<file path="src/rtl/ex_mem_datapath_pkg.sv">
// Shared widths, opcode encodings and forwarding helper for the EX/MEM slice.
package ex_mem_datapath_pkg;

  localparam int unsigned DATA_W    = 8;
  localparam int unsigned MEM_DEPTH = 256;
  localparam int unsigned ADDR_W    = $clog2(MEM_DEPTH);

  localparam logic [2:0] ACODE_ADD  = 3'b000;
  localparam logic [2:0] ACODE_ADDC = 3'b001;
  localparam logic [2:0] ACODE_SUB  = 3'b010;
  localparam logic [2:0] ACODE_SUBC = 3'b011;
  localparam logic [2:0] ACODE_AND  = 3'b100;
  localparam logic [2:0] ACODE_OR   = 3'b101;
  localparam logic [2:0] ACODE_XOR  = 3'b110;
  localparam logic [2:0] ACODE_MASK = 3'b111;

  localparam logic [1:0] SCODE_SHL = 2'b00;
  localparam logic [1:0] SCODE_SHR = 2'b01;
  localparam logic [1:0] SCODE_ROL = 2'b10;
  localparam logic [1:0] SCODE_ROR = 2'b11;

  localparam logic [1:0] FWD_REG = 2'b00;
  localparam logic [1:0] FWD_EX  = 2'b01;
  localparam logic [1:0] FWD_WB  = 2'b10;

  typedef logic [DATA_W-1:0] word_t;

  // Select 11 falls back to the register file, same as 00.
  function automatic word_t fwd_mux(input logic [1:0] sel, input word_t reg_data,
                                    input word_t ex_data, input word_t wb_data);
    case (sel)
      FWD_EX:  return ex_data;
      FWD_WB:  return wb_data;
      default: return reg_data;
    endcase
  endfunction

endpackage

</file>
<file path="src/rtl/ex_mem_datapath_alu_core.sv">
// Combinational 8-bit ALU: add/sub with carry-in, logic ops, shifts and rotates.
module ex_mem_datapath_alu_core
  import ex_mem_datapath_pkg::*;
(
  input  logic [DATA_W-1:0] a,
  input  logic [DATA_W-1:0] b,
  input  logic              c_in,
  input  logic              is_shift,
  input  logic [1:0]        scode,
  input  logic [2:0]        acode,
  output logic [DATA_W-1:0] result_c,
  output logic              zero_c,
  output logic              carry_c
);

  localparam int unsigned EXT_W = DATA_W + 1;

  logic [DATA_W:0]     arith;
  logic [2*DATA_W-1:0] ext;
  logic [2:0]          amt;

  // Shifts run in a double-width word so the bit shifted out is the carry.
  always_comb begin
    arith    = '0;
    ext      = '0;
    amt      = b[2:0];
    result_c = '0;
    carry_c  = 1'b0;
    if (is_shift) begin
      case (scode)
        SCODE_SHL: begin
          ext      = {{DATA_W{1'b0}}, a} << amt;
          result_c = ext[DATA_W-1:0];
          carry_c  = ext[DATA_W];
        end
        SCODE_SHR: begin
          ext      = {a, {DATA_W{1'b0}}} >> amt;
          result_c = ext[2*DATA_W-1:DATA_W];
          carry_c  = ext[DATA_W-1];
        end
        SCODE_ROL: begin
          ext      = {a, a} << amt;
          result_c = ext[2*DATA_W-1:DATA_W];
        end
        default: begin
          ext      = {a, a} >> amt;
          result_c = ext[DATA_W-1:0];
        end
      endcase
    end else begin
      case (acode)
        ACODE_ADD:  arith = {1'b0, a} + {1'b0, b};
        ACODE_ADDC: arith = {1'b0, a} + {1'b0, b} + EXT_W'(c_in);
        // Top bit of the 9-bit difference is the borrow.
        ACODE_SUB:  arith = {1'b0, a} - {1'b0, b};
        ACODE_SUBC: arith = {1'b0, a} - {1'b0, b} - EXT_W'(c_in);
        ACODE_AND:  arith = {1'b0, a & b};
        ACODE_OR:   arith = {1'b0, a | b};
        ACODE_XOR:  arith = {1'b0, a ^ b};
        default:    arith = {1'b0, a & ~b};
      endcase
      result_c = arith[DATA_W-1:0];
      carry_c  = arith[DATA_W];
    end
    zero_c = (result_c == '0);
  end

endmodule

</file>
<file path="src/rtl/ex_mem_datapath.sv">
// EX/MEM slice: operand forwarding, ALU with Z/C flag registers, 256x8 data memory.
module ex_mem_datapath
  import ex_mem_datapath_pkg::*;
(
  input  logic              clk,
  input  logic              rst,
  input  logic [1:0]        fwd_a,
  input  logic [1:0]        fwd_b,
  input  logic [DATA_W-1:0] reg_data_a,
  input  logic [DATA_W-1:0] reg_data_b,
  input  logic [DATA_W-1:0] ex_result,
  input  logic [DATA_W-1:0] wb_result,
  input  logic [DATA_W-1:0] imm,
  input  logic              alu_src,
  input  logic              is_shift,
  input  logic [1:0]        scode,
  input  logic [2:0]        acode,
  input  logic              update_z_c,
  output logic [DATA_W-1:0] alu_result,
  output logic              alu_zero,
  output logic              alu_carry,
  output logic              zero_flag,
  output logic              carry_flag,
  output logic [DATA_W-1:0] fwd_b_data,
  input  logic [ADDR_W-1:0] mem_addr,
  input  logic [DATA_W-1:0] mem_wdata,
  input  logic              mem_write,
  output logic [DATA_W-1:0] mem_rdata
);

  logic [DATA_W-1:0] op_a;
  logic [DATA_W-1:0] op_b;
  logic [DATA_W-1:0] mem [MEM_DEPTH];

  assign op_a       = fwd_mux(fwd_a, reg_data_a, ex_result, wb_result);
  assign fwd_b_data = fwd_mux(fwd_b, reg_data_b, ex_result, wb_result);
  assign op_b       = alu_src ? imm : fwd_b_data;

  ex_mem_datapath_alu_core u_alu_core (
    .a        (op_a),
    .b        (op_b),
    .c_in     (carry_flag),
    .is_shift (is_shift),
    .scode    (scode),
    .acode    (acode),
    .result_c (alu_result),
    .zero_c   (alu_zero),
    .carry_c  (alu_carry)
  );

  // Flags only move when the instruction asks for it.
  always_ff @(posedge clk) begin
    if (!rst) begin
      zero_flag  <= 1'b0;
      carry_flag <= 1'b0;
    end else if (update_z_c) begin
      zero_flag  <= alu_zero;
      carry_flag <= alu_carry;
    end
  end

  // Reset wipes the whole array and overrides any write on that edge.
  always_ff @(posedge clk) begin
    if (!rst) begin
      for (int unsigned i = 0; i < MEM_DEPTH; i++) begin
        mem[ADDR_W'(i)] <= '0;
      end
    end else if (mem_write) begin
      mem[mem_addr] <= mem_wdata;
    end
  end

  assign mem_rdata = mem[mem_addr];

endmodule

</file>
<file path="config.mk">
export PLATFORM = sky130hd
export DESIGN_NAME = ex_mem_datapath
export DESIGN_NICKNAME = d
export VERILOG_FILES = /design/src/rtl/ex_mem_datapath_pkg.sv /design/src/rtl/ex_mem_datapath_alu_core.sv /design/src/rtl/ex_mem_datapath.sv
export SDC_FILE = /design/constraint.sdc
export NUM_CORES = 2
export LEC_CHECK = 0
export CORE_ASPECT_RATIO = 0.75
export CORE_UTILIZATION = 55
export DETAILED_ROUTE_END_ITERATION = 8
export HOLD_SLACK_MARGIN = 0.03
export PLACE_DENSITY = 0.73
export SKIP_LAST_GASP = 1
export SLEW_MARGIN = 5
export SYNTH_ARGS = -nofsm -noshare
export SYNTH_HDL_FRONTEND = slang
export SYNTH_SLANG_ARGS = --single-unit
</file>
<file path="constraint.sdc">
create_clock -name clk -period 4.8 [get_ports clk]
set_input_delay 0.48 -clock clk [delete_from_list [all_inputs] [get_ports clk]]
set_output_delay 0.48 -clock clk [all_outputs]
set_load 0.01 [all_outputs]
</file>
==> impl_metrics.toml <==
[clock_network]
cts_tree = "built"
ctsHtreeMaxLevel = 4
cts_made_buffers = 192
cts.clk_slew.worst_paths_ns = 0.07
cts.sinks = 2050
clock_path_buffers = 3
cts_root_buf = "clkbuf_16"
clock_latency_ns = 0.85

[global_route]
grt_start_max_net_pins = 160
grt_overflow_total = 0
grt_pass1_wl_microns = 400800
grtUsageTotal_pct = 29.77
antenna_found_initial = 15
grt_pass1_vias = 58862

[sta]
max_freq_mhz = 205.9
setup_violations = 2
finalWorstSetupSlack_ns = -0.05721
fin_skew_ns = 0.0002978
tightest_slew_ns = 1.157
hold_viol = 0
min_period_ns = 4.857
maxSlewViolCount = 0
timing.slew.headroom_pct = 22.85
rsz0062_at_grt = "true"
post-route-period-util_pct = 101.2

[critical_path]
arrival_ns = 4.38
worst_setup_path_end_kind = "output port"
startpoint_type = "input port"
crit_required_ns = 4.32
crit_type = "in -> out"
critPathMaxFanout = 4

[min_path]
min_path_type = "in -> reg"

[die]
fp.dieH_microns = 368.9
coreArea_sq_um = 178100
rows = 134
die-area_sq_um = 181200
num_io_pins = 99
start_util_pct = 55.45
die_x_microns = 491.2

[power_and_ir_drop]
p_sw_mw = 9.894
switching_share_pct = 24.46
power_frac_comb_pct = 11.9
pwr-share-clk_pct = 36.6
totalPowerFinal_mw = 40.45
intPower_mw = 30.55
powerDensity_nw_per_um2 = 365.7
power_leakage_nw = 43.58
p_seq_share_pct = 51.4
ir_drop_uv = 335.6

[yosys]
synth-simple-area-share_pct = 16.20
yosys_register_bits = 2050
ys_seq_area_share_pct = 62.33
synth-adder-area-share_pct = 0.4587
synth_compound_area_share_pct = 2.069
synth_top_family_by_area = "simple AND/OR/NAND/NOR gates"
synth_cells = 6805
ys_warn_count = 0
synth_nets = 6911
yosysUniqueCellTypes = 80
synth.avg_cell_area_sq_um = 14.51
synthXorXnorAreaFrac_pct = 0.1153
synth_edf_count = 2048
syn_area_sq_um = 98740
synthMuxAreaShare_pct = 15.24
async_reset_ff_share_pct = 0
synthFlopType = "edfxtp_1"

[route]
viasPerCell = 6.671
first_pass_iters = 5
drc = 0
num_vias = 61689
wl_per_cell_microns = 29.31
drt_iter0_drc = 9458
ant_nets = 0
wl_microns = 271100

[status]
violations = "setup timing"
status = "complete, but fails checks"

[final_layout]
final_area_sq_um = 110600
nets = 6820
area_growth_pct = 12.02
drive_gt1_share_pct = 22.55
mostFrequentLayoutCells = "edfxtp_1, and3_1, mux4_2"
final_common_cell = "edfxtp_1"

[placement]
gp_congestion = 0.9489
placed_cell_area_sq_um = 104000
place_ws_ns = -1.206
dp.final_hpwl_microns = 164000
numPortBuffers = 98

[flow_run]
max_cap_viol_count = 0
## cell type report
cell class / count / area, sq um
tap: 2380 / 2978
timing repair buffer: 582 / 5613
clock inverter: 104 / 929.6
sequential: 2050 / 61540
multi-input combinational: 3845 / 34350
antenna: 2 / 5.005
inverter: 43 / 173.9
fill: 12719 / 67450
clock buffer: 242 / 5014
## repair_timing
item	CTS	global route
cloned	0	0
buffers inserted	27	6
hold buffers	0	0
hold endpoints to repair	0	0
endpoints found under the setup margin	10	7
pin swaps	35	14
resized for setup	116	24
## metal layers
metal / part of all wire (%) / global-route usage [%] / routed length, microns
met1: 39 / 44.66 / 106700
met5: 0.025 / 0 / 69
met2: 46 / 44.67 / 124100
met4: 2.4 / 7.686 / 6503
met3: 12 / 6.060 / 33690
## power by group through the flow
stage               Combinational, mW  Clock [mW]  Sequential, mW
CTS                              4.70        14.9            20.8
global placement                 4.50           0            21.1
floorplan                        2.60           0            21.0
finish                           4.83        14.8            20.8
global route                     5.03        15.6            20.9
detailed placement               4.55           0            21.2
## state kept, by name, indices dropped and copies added (netlist names)
signal	count
mem	2048
carry_flag	1
zero_flag	1
## kinds of logic after synthesis
logic type / after synthesis
AO/OA/AOI/OAI: 296
XOR/XNOR: 13
adder cells (fa/ha/maj): 35
buffers and inverters: 910
flip-flops: 2050
multiplexers: 694
AND/OR/NAND/NOR: 2807
## final timing paths
check	end	depth (start not counted)	slack (ns)	startpoint
worst min register to register	zero_flag	2	0.51	zero_flag
worst max register to register	zero_flag	10	1.78	carry_flag
worst min-delay path	zero_flag	3	0.30	update_z_c
worst max-delay path	alu_zero	19	-0.06	wb_result[4]
## stage by stage
stage / hold WS [ns] / TNS, ns / std cells / util, %
after global placement: 0.4836 / -5.737 / 8870 / 58.40
after floorplan: 0.5177 / 0 / 6805 / -
final: 0.2991 / -0.08705 / 9248 / 62.12
after global routing: 0.2857 / -0.3516 / 9247 / 62.11
after CTS: 0.2515 / -0.08533 / 9241 / 62.04
after detailed placement: 0.4931 / -6.186 / 8870 / 58.40
## worst max-delay path: stages
cell and delay (ns):
clkdlybuf4s50_1 0.44, buf_4 0.14, a221o_1 0.35, o21ai_2 0.10, inv_2 0.08, ha_4 0.26, buf_12 0.12, buf_4 0.15
buf_4 0.14, o21bai_1 0.17, a22o_1 0.26, buf_4 0.15, or2_2 0.31, or2_2 0.28, a31oi_1 0.17, a311o_1 0.28
nand4b_1 0.21, nor2_4 0.15, buf_6 0.11
## synth_stat cells, types with 19 or more instances
library cell	count	area, sq um
mux4_2	646	14550
inv_1	39	146.4
buf_2	61	305.3
mux2i_1	33	330.3
and2_1	365	2283
nand3_1	30	150.1
buf_1	39	146.4
nand2_1	499	1873
a21oi_1	38	190.2
edfxtp_1	2048	61500
ha_1	33	412.9
a22oi_1	41	307.8
nor3_1	19	95.09
nor2_1	120	450.4
o21ai_0	82	410.4
clkbuf_1	754	2830
and3_1	1695	10600
No activity file was read; power rests on OpenSTA's default activity.
